===== src/rtl/cksum_fill_pkg.sv =====
// Shared definitions for the checksum fill controller and its engine.
// Contents:
//   - bus widths and the halfword byte-select constants
//   - state encodings for the controller FSM and the checksum engine FSM
//   - ones_add(): 16-bit one's-complement addition with end-around carry
package cksum_fill_pkg;

    localparam int ADDR_W = 32;
    localparam int DATA_W = 32;

    // Byte enables for a halfword inside a 32-bit word. The halfword at
    // address%4 == 0 is carried in data[31:16]; at address%4 == 2 it is
    // carried in data[15:0].
    localparam logic [3:0] SEL_HI = 4'b1100;
    localparam logic [3:0] SEL_LO = 4'b0011;

    typedef enum logic [2:0] {
        FILL_IDLE,
        FILL_CLEAR,
        FILL_KICK,
        FILL_WAIT,
        FILL_WRITE,
        FILL_DONE
    } fill_state_t;

    typedef enum logic [1:0] {
        ENG_IDLE,
        ENG_RUN,
        ENG_DONE
    } eng_state_t;

    function automatic logic [15:0] ones_add(input logic [15:0] a, input logic [15:0] b);
        logic [16:0] s;
        s = {1'b0, a} + {1'b0, b};
        // Folding the carry back in cannot overflow again (max 0xFFFE + 1).
        return s[15:0] + {15'd0, s[16]};
    endfunction

endpackage


===== src/rtl/cksum_fill_if.sv =====
// SRAM master port bundle.
//   sram_ce_o    chip enable
//   sram_we_o    write enable
//   sram_addr_o  byte address
//   sram_sel_o   byte enables (bit 3 = data[31:24] = lowest byte address)
//   sram_data_o  write data
//   sram_data_i  read data, valid one cycle after the address
// master: the controller side; slave: the memory side.
interface cksum_fill_if;
    import cksum_fill_pkg::*;

    logic              sram_ce_o;
    logic              sram_we_o;
    logic [ADDR_W-1:0] sram_addr_o;
    logic [3:0]        sram_sel_o;
    logic [DATA_W-1:0] sram_data_o;
    logic [DATA_W-1:0] sram_data_i;

    modport master (
        output sram_ce_o, sram_we_o, sram_addr_o, sram_sel_o, sram_data_o,
        input  sram_data_i
    );

    modport slave (
        input  sram_ce_o, sram_we_o, sram_addr_o, sram_sel_o, sram_data_o,
        output sram_data_i
    );

endinterface


===== src/rtl/cksum_fill_cksum.sv =====
// Checksum engine: reads i_len bytes starting at i_addr as 16-bit halfwords
// and returns the one's complement of their one's-complement sum.
// Ports:
//   clk, rst        clock, synchronous active-high reset
//   i_start         level request; the engine returns to idle only after it drops
//   i_addr, i_len   even start address, even nonzero byte length
//   o_ready         result valid; stays high until the next run is accepted
//   o_cksum         16-bit result
//   o_sram_*        read-only SRAM master port
//   i_sram_data     SRAM read data, one cycle after the address
module cksum_fill_cksum
    import cksum_fill_pkg::*;
(
    input  logic              clk,
    input  logic              rst,
    input  logic              i_start,
    input  logic [ADDR_W-1:0] i_addr,
    input  logic [31:0]       i_len,
    output logic              o_ready,
    output logic [15:0]       o_cksum,
    output logic              o_sram_ce,
    output logic              o_sram_we,
    output logic [ADDR_W-1:0] o_sram_addr,
    output logic [3:0]        o_sram_sel,
    output logic [DATA_W-1:0] o_sram_data,
    input  logic [DATA_W-1:0] i_sram_data
);

    eng_state_t        r_state;
    eng_state_t        w_state_next;
    logic [ADDR_W-1:0] r_addr;
    logic [31:0]       r_cnt;       // halfwords still to be issued
    logic              r_pend_v;    // a read was issued last cycle
    logic              r_pend_hi;   // that read targets data[31:16]
    logic [15:0]       r_sum;
    logic              r_ready;
    logic [15:0]       r_result;
    logic              w_issue;
    logic [15:0]       w_half;

    assign w_issue = (r_state == ENG_RUN) && (r_cnt != 32'd0);
    assign w_half  = r_pend_hi ? i_sram_data[31:16] : i_sram_data[15:0];

    always_comb begin
        w_state_next = r_state;
        case (r_state)
            ENG_IDLE: if (i_start) w_state_next = ENG_RUN;
            ENG_RUN:  if (r_cnt == 32'd0 && !r_pend_v) w_state_next = ENG_DONE;
            ENG_DONE: if (!i_start) w_state_next = ENG_IDLE;
            default:  w_state_next = ENG_IDLE;
        endcase
    end

    always_ff @(posedge clk) begin
        if (rst) begin
            r_state   <= ENG_IDLE;
            r_addr    <= '0;
            r_cnt     <= '0;
            r_pend_v  <= 1'b0;
            r_pend_hi <= 1'b0;
            r_sum     <= '0;
            r_ready   <= 1'b0;
            r_result  <= '0;
        end else begin
            r_state <= w_state_next;
            case (r_state)
                ENG_IDLE: begin
                    if (i_start) begin
                        r_addr   <= i_addr;
                        r_cnt    <= i_len >> 1;
                        r_sum    <= '0;
                        r_pend_v <= 1'b0;
                        r_ready  <= 1'b0;
                    end
                end
                ENG_RUN: begin
                    // One halfword issued per cycle; its data is folded in
                    // the following cycle.
                    r_pend_v  <= w_issue;
                    r_pend_hi <= ~r_addr[1];
                    if (w_issue) begin
                        r_addr <= r_addr + 32'd2;
                        r_cnt  <= r_cnt - 32'd1;
                    end
                    if (r_pend_v) r_sum <= ones_add(r_sum, w_half);
                    if (w_state_next == ENG_DONE) begin
                        r_ready  <= 1'b1;
                        r_result <= ~r_sum;
                    end
                end
                default: ;
            endcase
        end
    end

    assign o_ready     = r_ready;
    assign o_cksum     = r_result;
    assign o_sram_ce   = w_issue;
    assign o_sram_we   = 1'b0;
    assign o_sram_addr = r_addr & ~32'd3;
    assign o_sram_sel  = 4'b1111;
    assign o_sram_data = '0;

endmodule


===== src/rtl/cksum_fill.sv =====
// Checksum fill controller. Generate mode zeroes the header's checksum
// field, runs the engine over the header and writes the result into the
// field. Verify mode runs the engine and reports whether the result is 0.
// Ports:
//   clk, rst      clock, asynchronous active-low reset
//   start_i       level request, held until done_o, then dropped
//   mode_i        0 = generate, 1 = verify (sampled with start_i in IDLE)
//   hdr_addr_i    header byte address (even)
//   hdr_len_i     header length in bytes (even, nonzero)
//   cks_off_i     checksum field offset inside the header (even)
//   sram          SRAM master port, shared between this block and the engine
//   done_o        finished; held until start_i drops
//   err_o         bad arguments (valid with done_o)
//   ok_o          verify result valid (valid with done_o)
//   cksum_o       engine result (held after the run)
module cksum_fill
    import cksum_fill_pkg::*;
(
    input  logic              clk,
    input  logic              rst,
    input  logic              start_i,
    input  logic              mode_i,
    input  logic [ADDR_W-1:0] hdr_addr_i,
    input  logic [31:0]       hdr_len_i,
    input  logic [31:0]       cks_off_i,
    cksum_fill_if.master      sram,
    output logic              done_o,
    output logic              err_o,
    output logic              ok_o,
    output logic [15:0]       cksum_o
);

    fill_state_t       r_state;
    fill_state_t       w_state_next;
    logic              r_mode;
    logic [ADDR_W-1:0] r_hdr_addr;
    logic [31:0]       r_hdr_len;
    logic [ADDR_W-1:0] r_field_addr;
    logic              r_done;
    logic              r_err;
    logic              r_ok;
    logic [15:0]       r_cksum;

    logic              w_arg_err;
    logic [ADDR_W-1:0] w_field_word;
    logic [3:0]        w_field_sel;

    logic              w_eng_start;
    logic              w_eng_ready;
    logic [15:0]       w_eng_cksum;
    logic              w_eng_ce;
    logic              w_eng_we;
    logic [ADDR_W-1:0] w_eng_addr;
    logic [3:0]        w_eng_sel;
    logic [DATA_W-1:0] w_eng_data;

    logic              w_ce;
    logic              w_we;
    logic [ADDR_W-1:0] w_addr;
    logic [3:0]        w_sel;
    logic [DATA_W-1:0] w_data;

    // 33-bit compare so a huge cks_off_i cannot wrap past the length check.
    assign w_arg_err = hdr_addr_i[0] | hdr_len_i[0] | cks_off_i[0] |
                       (hdr_len_i == 32'd0) |
                       (({1'b0, cks_off_i} + 33'd2) > {1'b0, hdr_len_i});

    assign w_field_word = r_field_addr & ~32'd3;
    assign w_field_sel  = r_field_addr[1] ? SEL_LO : SEL_HI;

    // Start stays low outside KICK/WAIT, which gives the engine the idle
    // cycle it needs to leave its done state between runs.
    assign w_eng_start = (r_state == FILL_KICK) || (r_state == FILL_WAIT);

    cksum_fill_cksum u_cksum (
        .clk         (clk),
        .rst         (~rst),
        .i_start     (w_eng_start),
        .i_addr      (r_hdr_addr),
        .i_len       (r_hdr_len),
        .o_ready     (w_eng_ready),
        .o_cksum     (w_eng_cksum),
        .o_sram_ce   (w_eng_ce),
        .o_sram_we   (w_eng_we),
        .o_sram_addr (w_eng_addr),
        .o_sram_sel  (w_eng_sel),
        .o_sram_data (w_eng_data),
        .i_sram_data (sram.sram_data_i)
    );

    always_comb begin
        w_state_next = r_state;
        case (r_state)
            FILL_IDLE: begin
                if (start_i) begin
                    if (w_arg_err)   w_state_next = FILL_DONE;
                    else if (mode_i) w_state_next = FILL_KICK;
                    else             w_state_next = FILL_CLEAR;
                end
            end
            FILL_CLEAR: w_state_next = FILL_KICK;
            // Engine ready is not looked at in KICK: it may still be high
            // from the previous run.
            FILL_KICK:  w_state_next = FILL_WAIT;
            FILL_WAIT: begin
                if (w_eng_ready) w_state_next = r_mode ? FILL_DONE : FILL_WRITE;
            end
            FILL_WRITE: w_state_next = FILL_DONE;
            FILL_DONE:  if (!start_i) w_state_next = FILL_IDLE;
            default:    w_state_next = FILL_IDLE;
        endcase
    end

    always_ff @(posedge clk or negedge rst) begin
        if (!rst) begin
            r_state      <= FILL_IDLE;
            r_mode       <= 1'b0;
            r_hdr_addr   <= '0;
            r_hdr_len    <= '0;
            r_field_addr <= '0;
            r_done       <= 1'b0;
            r_err        <= 1'b0;
            r_ok         <= 1'b0;
            r_cksum      <= '0;
        end else begin
            r_state <= w_state_next;
            case (r_state)
                FILL_IDLE: begin
                    if (start_i) begin
                        r_mode       <= mode_i;
                        r_hdr_addr   <= hdr_addr_i;
                        r_hdr_len    <= hdr_len_i;
                        r_field_addr <= hdr_addr_i + cks_off_i;
                        if (w_arg_err) begin
                            r_err  <= 1'b1;
                            r_done <= 1'b1;
                        end
                    end
                end
                FILL_WAIT: begin
                    if (w_eng_ready) begin
                        r_cksum <= w_eng_cksum;
                        if (r_mode) begin
                            r_ok   <= (w_eng_cksum == 16'h0000);
                            r_done <= 1'b1;
                        end
                    end
                end
                FILL_WRITE: r_done <= 1'b1;
                FILL_DONE: begin
                    if (!start_i) begin
                        r_done <= 1'b0;
                        r_err  <= 1'b0;
                        r_ok   <= 1'b0;
                    end
                end
                default: ;
            endcase
        end
    end

    // Port ownership is decided purely by state, so the two masters never
    // overlap and reset forces the port idle immediately.
    always_comb begin
        w_ce   = 1'b0;
        w_we   = 1'b0;
        w_addr = '0;
        w_sel  = '0;
        w_data = '0;
        case (r_state)
            FILL_CLEAR: begin
                w_ce   = 1'b1;
                w_we   = 1'b1;
                w_addr = w_field_word;
                w_sel  = w_field_sel;
            end
            FILL_WRITE: begin
                w_ce   = 1'b1;
                w_we   = 1'b1;
                w_addr = w_field_word;
                w_sel  = w_field_sel;
                w_data = r_field_addr[1] ? {16'h0000, r_cksum} : {r_cksum, 16'h0000};
            end
            FILL_KICK, FILL_WAIT: begin
                w_ce   = w_eng_ce;
                w_we   = w_eng_we;
                w_addr = w_eng_addr;
                w_sel  = w_eng_sel;
                w_data = w_eng_data;
            end
            default: ;
        endcase
    end

    assign sram.sram_ce_o   = w_ce;
    assign sram.sram_we_o   = w_we;
    assign sram.sram_addr_o = w_addr;
    assign sram.sram_sel_o  = w_sel;
    assign sram.sram_data_o = w_data;

    assign done_o  = r_done;
    assign err_o   = r_err;
    assign ok_o    = r_ok;
    assign cksum_o = r_cksum;

endmodule


===== src/flat_wrapper.sv =====
// flat-port wrapper written by rule: the top's interface ports become plain ports
module cksum_fill_flat import cksum_fill_pkg::*;
  (clk, rst, start_i, mode_i, hdr_addr_i, hdr_len_i, cks_off_i, done_o, err_o, ok_o, cksum_o, sram_sram_ce_o, sram_sram_we_o, sram_sram_addr_o, sram_sram_sel_o, sram_sram_data_o, sram_sram_data_i);
  cksum_fill_if sram_i ();
  input  logic clk;
  input  logic rst;
  input  logic start_i;
  input  logic mode_i;
  input  logic [ADDR_W-1:0] hdr_addr_i;
  input  logic [31:0] hdr_len_i;
  input  logic [31:0] cks_off_i;
  output logic done_o;
  output logic err_o;
  output logic ok_o;
  output logic [15:0] cksum_o;
  output wire logic [$bits(sram_i.sram_ce_o)-1:0] sram_sram_ce_o;
  output wire logic [$bits(sram_i.sram_we_o)-1:0] sram_sram_we_o;
  output wire logic [$bits(sram_i.sram_addr_o)-1:0] sram_sram_addr_o;
  output wire logic [$bits(sram_i.sram_sel_o)-1:0] sram_sram_sel_o;
  output wire logic [$bits(sram_i.sram_data_o)-1:0] sram_sram_data_o;
  input wire logic [$bits(sram_i.sram_data_i)-1:0] sram_sram_data_i;
  assign sram_sram_ce_o = sram_i.sram_ce_o;
  assign sram_sram_we_o = sram_i.sram_we_o;
  assign sram_sram_addr_o = sram_i.sram_addr_o;
  assign sram_sram_sel_o = sram_i.sram_sel_o;
  assign sram_sram_data_o = sram_i.sram_data_o;
  assign sram_i.sram_data_i = sram_sram_data_i;
  cksum_fill u_core (.clk(clk), .rst(rst), .start_i(start_i), .mode_i(mode_i), .hdr_addr_i(hdr_addr_i), .hdr_len_i(hdr_len_i), .cks_off_i(cks_off_i), .sram(sram_i), .done_o(done_o), .err_o(err_o), .ok_o(ok_o), .cksum_o(cksum_o));
endmodule

===== config.mk =====
export PLATFORM = sky130hd
export DESIGN_NAME = cksum_fill_flat
export DESIGN_NICKNAME = d
export VERILOG_FILES = /design/src/rtl/cksum_fill_pkg.sv /design/src/rtl/cksum_fill_if.sv /design/src/rtl/cksum_fill_cksum.sv /design/src/rtl/cksum_fill.sv /design/src/flat_wrapper.sv
export SDC_FILE = /design/constraint.sdc
export NUM_CORES = 1
export LEC_CHECK = 0
export CAP_MARGIN = 15
export CORE_UTILIZATION = 50
export CTS_BUF_LIST = sky130_fd_sc_hd__clkbuf_16
export CTS_CLUSTER_DIAMETER = 60
export DETAILED_ROUTE_END_ITERATION = 16
export PLACE_DENSITY = 0.74
export SETUP_SLACK_MARGIN = 0.05
export SKIP_LAST_GASP = 1
export SYNTH_ARGS = -nofsm -noshare
export SYNTH_HDL_FRONTEND = slang
export SYNTH_HIERARCHICAL = 1
export SYNTH_SLANG_ARGS = --single-unit

===== constraint.sdc =====
create_clock -name clk -period 11.56 [get_ports clk]
set_input_delay 3.468 -clock clk [delete_from_list [all_inputs] [get_ports clk]]
set_output_delay 3.468 -clock clk [all_outputs]
set_load 0.01 [all_outputs]

==> metrics.txt, run 1 <==
status finished clean; post-route design area 0.01782 mm^2; worst r2r dst u_core/u_cksum/r_sum[15]; worst IR drop on VDD 0.1591 mV; die area 0.03078 mm^2; Static Leak 7.605 nW; hold_buf cts 0; Worst-path clk slew 60 ps; DRT Wirelength 44560 um; Initial Util 50.76%; Setup CP Type primary input to flop; largest net degree at the start of global routing 122; Longest Clk Path Bufs 3; slew margin rel. 22.45%; CP endpoint kind flop; R2R Path Start u_core/u_cksum/r_pend_hi; root buffer cell clkbuf_16; DP Area 0.01705 mm^2; CP required 11970 ps; Hold/Removal Path Class flop to flop; Period minus WS final 7386 ps; most frequent cells in the layout 268 x nand2_1, 217 x clkdlybuf4s50_1, 159 x nor2_1, 134 x o21ai_0, 116 x dfrtp_1; worst-path maximum fanout 6; initial antenna violation count 0; num rows 63; post-DP HPWL 33020 um; first-pass GRT wire length 70650 um; RSZ-0062 raised after global routing false; yosys warns 6; vias per cell 5.983; M2 GR Usage 46.15%; ANT nets after route 0; Die Y 175.5 um; Setup violations, final 0; Post-CTS Resized 0; reg2reg path depth 18; Ports 221; filler-free cell count of the finished design 2398; multi-input logic area 0.009163 mm^2; P&R area growth vs syn 18.46%; max frequency 135.4 MHz; cells after synthesis 1861; # port buffers 218; startpoint type of the worst setup path primary input; Avg Inst Size Synth 8.083 um^2; Hold Fails Final Rpt 0; vias in the first global route 13390; routability cong. 0.9726; Ant. Diodes 0; core box area 0.02964 mm^2; worst hold slack 471.6 ps; Slew Viols, Final 0; Clock Skew 27.39 ps; Netlist Area Pre-Place 0.01504 mm^2; clk sinks 216; actual slew at the worst max-slew pin 1163 ps; Placed Cells incl. Taps 2351; GR Overflow Total 0; initial drt markers 1548; Max Cap Viol 0; met1 GRT Util 39.69%; die width 175.5 um; Most Used Layer, Global Route met2; H-tree depth 1; GRT Resource Usage Total 28.59%; Power Density 215.2 mW/mm^2; clk_lat worst skew 530 ps; WL/cell 18.58 um; met3 usage 3.312%; layout cell share with drive strength beyond 1 6.773%; CTS tree built; drt first pass iters 5; Hold Path End u_core/r_hdr_addr[23]; most common cell after layout, fill and taps aside nand2_1; total CTS buffers 25; register area 0.004905 mm^2; buffer count from post-CTS setup fixing 0; startpoint of the worst hold path u_core/r_hdr_addr[23]; TNS Setup 0 ps; Layout Nets 2207; final worst-path cycle share 63.90%; Crit path arrival time 7790 ps; DR vias 14350; Hold Crit Depth 2; DRC violations left 0; # fillers 2681; reg-to-reg slack, setup 6510 ps
==> power by group <==
| group | leakage [nW] | switching [mW] | total [mW] | internal, mW |
|---|---|---|---|---|
| Clock | 0.398 | 0.318 | 0.735 | 0.417 |
| Combinational | 4.92 | 1.07 | 1.84 | 0.773 |
| Sequential | 2.29 | 0.253 | 1.26 | 1.01 |
==> worst max path at each step <==
stage | from | end | slack, ps
global placement | sram_sram_data_i[16] | u_core/u_cksum/r_sum[15] | 3810
detailed placement | sram_sram_data_i[16] | u_core/u_cksum/r_sum[15] | 3700
floorplan | sram_sram_data_i[16] | u_core/u_cksum/r_sum[15] | 4450
global route | sram_sram_data_i[16] | u_core/u_cksum/r_sum[15] | 3930
finish | sram_sram_data_i[16] | u_core/u_cksum/r_sum[15] | 4170
CTS | sram_sram_data_i[16] | u_core/u_cksum/r_sum[15] | 4200
==> per-stage QoR <==
stage	utilization (%)	total power [mW]	setup WS [ps]
finish	60.13	3.835	4174
global route	60.13	4.104	3931
CTS	60.10	3.817	4203
detailed placement	57.54	3.068	3700
global placement	57.54	3.020	3806
floorplan	-	2.500	4448
==> worst max-delay path, cell delays in order <==
cell	delay, ps
clkdlybuf4s50_1	400
mux2_2	300
ha_1	220
fa_1	410
a21o_1	200
o2bb2ai_2	150
o211ai_1	230
nand2_1	120
a31oi_1	470
o21ai_0	150
a21o_1	220
ha_1	210
nand3_1	120
inv_1	90
and2_1	160
and4_1	230
a41o_1	270
a31o_1	170
a41o_1	220
==> per-layer routing <==
metal	share of wire, %	wire length (um)
met2	45	20090
met3	7.4	3306
met5	0	0
met1	44	19720
met4	3.2	1438
==> state kept, by name, indices dropped and copies added (netlist names), 16 cells and up <==
name and cells:
u_core/cksum_o 16, u_core/r_hdr_len 31, u_core/u_cksum/r_addr 31, u_core/r_hdr_addr 31, u_core/u_cksum/o_cksum 16, u_core/u_cksum/r_sum 16, u_core/r_field_addr 31, u_core/u_cksum/r_cnt 32
==> area by class of cell <==
cell class | count | area share (%)
inverter | 59 | 1.243
clock inverter | 21 | 0.7512
multi-input combinational | 1455 | 51.41
tap | 390 | 2.738
sequential | 216 | 27.52
clock buffer | 25 | 3.511
timing repair buffer | 232 | 12.82
Note: power is estimated with default switching activity, not from simulation.
==> run 2, diff against run 1 <==
- PLACE_DENSITY: 0.74 -> 0.77
- clock period: 11.56 -> 6.4 ns (I/O delays scaled with it)
==> metrics.txt, run 2 (synthesis gave the netlist of run 1 again) <==
Hold Fails Final Rpt 0 (unchanged); RSZ-0062 raised after global routing false; most frequent cells in the layout 268 x nand2_1, 217 x clkdlybuf4s50_1, 159 x nor2_1, 134 x o21ai_0, 116 x dfrtp_1; worst-path maximum fanout 5 (-1); Comb pwr share 47.6% (-0.4 points); slew margin rel. 24.26% (+1.8 points); vias per cell 5.994 (+0.18%); DR vias 14380 (+0.22%); CP required 6810 ps (-5160 ps); Ports 221 (unchanged); crit-path cells clkdlybuf4s50_1 -> mux2_2 -> ha_1 -> fa_1 -> a21o_1 -> o2bb2ai_2 -> o211ai_1 -> nand2_1 -> a31oi_1 -> o21ai_0 -> a21o_1 -> ha_1 -> nand3_1 -> inv_1 -> and2_1 -> and4_1 -> a41o_1 -> a31o_1 -> a41o_1; GRT Resource Usage Total 28.85% (+0.26 points); initial antenna violation count 0 (unchanged); CP endpoint kind flop; worst hold slack 472.5 ps (+0.8870 ps); buffer count from post-CTS setup fixing 0 (unchanged); H-tree depth 1 (unchanged); Static Leak 7.639 nW (+0.45%); GR Overflow Total 0 (unchanged); Clk network pwr share 20.1% (+0.9 points); vias in the first global route 13460 (+0.55%); post-DP HPWL 33720 um (+2.1%); WL/cell 19.01 um (+2.3%); routability cong. 0.9217 (-5.2%); TNS Setup 0 ps (unchanged); die area 0.03078 mm^2 (unchanged); post-layout util 60.41% (+0.29 points); largest net degree at the start of global routing 122 (unchanged); num rows 63 (unchanged); Clock Skew 25.41 ps (-1.987 ps); core box area 0.02964 mm^2 (unchanged); # fillers 2647 (-1.3%); Crit path arrival time 5970 ps (-1820 ps); hold_buf cts 0 (unchanged); # port buffers 218 (unchanged); drt first pass iters 5 (unchanged); worst IR drop on VDD 0.2394 mV (+50%); Period minus WS final 5564 ps; Initial Util 50.76% (unchanged); first-pass GRT wire length 71180 um (+0.75%); CP bufs+invs 2 (unchanged); dpl ws 314.7 ps (-3385 ps); final worst-path cycle share 86.94%; Post-CTS Resized 0 (unchanged); PnR worst setup slack 835.8 ps (-3338 ps); die width 175.5 um (unchanged); clk sinks 216 (unchanged); P&R area growth vs syn 19.03%; final total power 7.062 mW (+84%); Seq pwr share 32.3% (-0.5 points); clk_lat worst skew 530 ps (about the same); Max Cap Viol 0 (unchanged); CP peak stage delay 410 ps (-60 ps); Layout Nets 2209 (+0.091%); internal power 4.071 mW (+85%); Setup CP Type primary input to flop; CP top delay family compound AO/OA/AOI/OAI gates; Ant. Diodes 0 (unchanged); Critical-path top delay cell fa_1; Longest Clk Path Bufs 3 (unchanged); Hold/Removal Path Class flop to flop; Setup violations, final 0 (unchanged); most common cell after layout, fill and taps aside nand2_1; initial drt markers 1458 (-5.8%); DRC violations left 0 (unchanged); actual slew at the worst max-slew pin 1132 ps (-31.22 ps); Die Y 175.5 um (unchanged); startpoint type of the worst setup path primary input; max frequency 179.7 MHz; Slew Viols, Final 0 (unchanged); CTS tree built; Psw 2.991 mW (+83%); layout cell share with drive strength beyond 1 6.869% (+0.096 points); total CTS buffers 24 (-4.0%); Worst-path clk slew 60 ps (about the same); status finished clean; Top reg by flops u_core/u_cksum/r_cnt; Switching Fraction 42.36% (-0.36 points); root buffer cell clkbuf_16; DRT Wirelength 45600 um (+2.3%); ANT nets after route 0 (unchanged); Power Density 394.4 mW/mm^2 (+83%); Largest register FFs 32 (unchanged)
-- run 2: cell count changes in the layout (fill, tap and decap cells not counted) --
cell / previous run / this run
inv_6: 3 / 1
inv_1: 63 / 64
clkbuf_16: 25 / 24
clkinv_4: 1 / 0
clkinvlp_4: 0 / 2
buf_4: 15 / 17
clkinv_8: 0 / 1
bufinv_16: 1 / 4
inv_4: 1 / 0
clkinv_1: 5 / 3
buf_12: 0 / 1
clkinv_2: 5 / 3
-- run 2: final cells by class --
cell class | count | area (um^2) | share of cell area (%)
clock buffers | 24 | 600.6 | 3.354
repair buffers | 235 | 2320 | 12.96
flip-flops and latches | 216 | 4905 | 27.39
well taps | 390 | 488.0 | 2.725
multi-input cells | 1455 | 9163 | 51.17
clock inverters | 20 | 209.0 | 1.167
inverters | 59 | 221.5 | 1.237
-- run 2: worst paths after layout --
kind	start	to	slack, ps	cells after the start
worst min-delay path	u_core/r_hdr_addr[17]	u_core/r_hdr_addr[17]	470	2
worst min register to register	u_core/r_hdr_addr[17]	u_core/r_hdr_addr[17]	470	2
min in group asynchronous	rst	u_core/cksum_o[1]	1380	1
worst max register to register	u_core/u_cksum/r_pend_hi	u_core/u_cksum/r_sum[15]	1650	18
worst max-delay path	sram_sram_data_i[16]	u_core/u_cksum/r_sum[15]	840	19
max in group asynchronous	rst	u_core/r_hdr_len[24]	3570	2
-- run 2: power groups by stage --
stage / Clock [mW] / Combinational [mW] / Sequential [mW]
floorplan: 0 / 2.43 / 2.09
global placement: 0 / 3.20 / 2.27
detailed placement: 0 / 3.29 / 2.28
CTS: 1.43 / 3.32 / 2.26
global route: 1.49 / 3.68 / 2.33
finish: 1.42 / 3.36 / 2.28
-- run 2: worst reg2reg max path, cell delays in order (launching register included) --
cell,delay [ps]
dfxtp_1,820
mux2_2,450
ha_1,220
fa_1,410
a21o_1,200
o2bb2ai_2,140
o211ai_1,220
nand2_1,120
a31oi_1,250
o21ai_0,110
a21o_1,200
ha_1,210
nand3_1,130
inv_1,90
and2_1,160
and4_1,240
a41o_1,280
a31o_1,170
a41o_1,220
-- run 2: stage by stage --
stage          instances  cell area [um^2]
5_1_grt             2399             17910
3_3_place_gp        2354             17080
4_1_cts             2398             17890
2_1_floorplan       1898             15180
6_report            2399             17910
3_5_place_dp        2354             17080
-- run 2: per-layer routing --
layer	vias up	track usage [%]	part of all wire (%)
li1	6851	-	-
met1	6754	40.05	44
met2	685	46.63	45
met3	89	3.052	7.9
met4	0	10.07	3.1
met5	-	0	0
==> run 3, diff against run 2 <==
- SLEW_MARGIN: default -> 30
==> metrics.txt, run 3 (synthesis gave the netlist of run 1 again) <==
dpl ws 345.2 ps (+30.58 ps); layout cell share with drive strength beyond 1 7.264% (+0.39 points); CP peak stage delay 630 ps (+220 ps); post-DP HPWL 33820 um (+0.30%); Comb pwr share 47.9% (+0.3 points); vias in the first global route 13360 (-0.74%); Setup CP Type primary input to flop; DR vias 14310 (-0.47%); Slew Viols, Final 0 (unchanged); GRT Resource Usage Total 28.94% (+0.091 points); Period minus WS final 5542 ps (-22.45 ps); Critical-path top delay cell clkdlybuf4s50_1; internal power 3.981 mW (-2.2%); H-tree depth 1 (unchanged); PnR worst setup slack 858.2 ps (+22.45 ps); Top reg by flops u_core/u_cksum/r_cnt; worst hold slack 469.5 ps (-2.994 ps); most frequent cells in the layout 268 x nand2_1, 217 x clkdlybuf4s50_1, 158 x nor2_1, 134 x o21ai_0, 116 x dfrtp_1; Setup violations, final 0 (unchanged); post-layout util 60.30% (-0.12 points); CP endpoint kind flop; vias per cell 5.963 (-0.51%); Ant. Diodes 0 (unchanged); root buffer cell clkbuf_16; crit-path cells clkdlybuf4s50_1 -> nand4_2 -> nor2_4 -> nand4_2 -> or3_4 -> nor3_4 -> xor2_1 -> ha_1 -> a21o_1 -> a21o_1 -> a21oi_1 -> o21ai_0 -> a41oi_1 -> mux2i_1 -> a21oi_2 -> nand2_1 -> a32o_1; die area 0.03078 mm^2 (unchanged); CP top delay family compound AO/OA/AOI/OAI gates; worst IR drop on VDD 0.2325 mV (-2.9%); initial antenna violation count 0 (unchanged); drt first pass iters 5 (unchanged); GR Overflow Total 0 (unchanged); Max Cap Viol 0 (unchanged); most common cell after layout, fill and taps aside nand2_1; final worst-path cycle share 86.59% (-0.35 points); reg-to-reg slack, setup 1700 ps (+50 ps); routability cong. 0.9217 (unchanged); DRT Wirelength 45290 um (-0.66%); Clk network pwr share 19.5% (-0.6 points); # port buffers 218 (unchanged); CTS tree built; CP bufs+invs 1 (-1); Initial Util 50.76% (unchanged); DRC violations left 0 (unchanged); Power Density 390.8 mW/mm^2 (-0.92%); Crit path arrival time 5950 ps (-20 ps); post-route design area 0.01787 mm^2 (-0.20%); initial drt markers 1572 (+7.8%); total CTS buffers 25 (+4.2%); largest net degree at the start of global routing 122 (unchanged); startpoint type of the worst setup path primary input; clk_lat worst skew 530 ps (about the same); Largest register FFs 32 (unchanged); WL/cell 18.87 um (-0.71%); TNS Setup 0 ps (unchanged); Worst-path clk slew 60 ps (about the same); ANT nets after route 0 (unchanged); num rows 63 (unchanged); core box area 0.02964 mm^2 (unchanged); Ports 221 (unchanged); slew margin rel. 36.77% (+13 points); clk sinks 216 (unchanged); first-pass GRT wire length 71440 um (+0.37%); Hold/Removal Path Class flop to flop; worst-path maximum fanout 6 (+1); Clock Skew 11.53 ps (-13.88 ps); Post-CTS Resized 0 (unchanged); DP Area 0.01709 mm^2 (about the same); Static Leak 7.610 nW (-0.37%); die width 175.5 um (unchanged); Die Y 175.5 um (unchanged); Seq pwr share 32.6% (+0.3 points); Hold Fails Final Rpt 0 (unchanged); RSZ-0062 raised after global routing false; Layout Nets 2209 (unchanged); Psw 3.002 mW (+0.36%); hold_buf cts 0 (unchanged); max frequency 180.4 MHz (+0.41%); Switching Fraction 42.99% (+0.63 points); buffer count from post-CTS setup fixing 0 (unchanged); CP required 6810 ps (about the same); status finished clean; actual slew at the worst max-slew pin 947.1 ps (-184.9 ps); P&R area growth vs syn 18.80%; Longest Clk Path Bufs 3 (unchanged)
## run 3: per-stage QoR
step,power (mW),instances
4_1_cts,6.947,2400
6_report,6.983,2400
2_1_floorplan,4.515,1898
5_1_grt,7.437,2400
3_5_place_dp,5.576,2354
3_3_place_gp,5.470,2354
## run 3: area by class of cell
cell class	instances	area, um^2
clock inverter	21	157.7
tap	390	488.0
sequential	216	4905
fill	2700	11770
inverter	59	221.5
multi-input combinational	1455	9166
timing repair buffer	234	2307
clock buffer	25	625.6
## run 3: layer usage
layer	share of wire, %	global-route usage [%]	vias up
met4	2.7	8.732	0
li1	-	-	6865
met1	45	40.62	6745
met2	46	47.06	630
met5	0	0	-
met3	7.0	2.792	72
## run 3: path summary, 6_finish.rpt
path	cells after the start	to	startpoint
setup / recovery	17	u_core/r_state[0]	cks_off_i[6]
hold / removal	2	u_core/r_hdr_len[8]	u_core/r_hdr_len[8]
setup reg to reg	18	u_core/u_cksum/r_sum[15]	u_core/u_cksum/r_pend_hi
hold reg to reg	2	u_core/r_hdr_len[8]	u_core/r_hdr_len[8]
max in group asynchronous	2	u_core/r_field_addr[19]	rst
min in group asynchronous	1	u_core/cksum_o[10]	rst
## run 3: power by group through the flow
stage          registers (mW)  logic [mW]  clock network (mW)
5_1_grt                  2.33        3.67                1.43
6_report                 2.28        3.35                1.36
2_1_floorplan            2.09        2.43                   0
3_5_place_dp             2.28        3.29                   0
4_1_cts                  2.26        3.31                1.37
3_3_place_gp             2.27        3.20                   0
## run 3: worst min-delay path, cell delays in order (launching register included)
cell and delay, ps:
dfrtp_1 330, nand2_1 40, o21ai_0 60
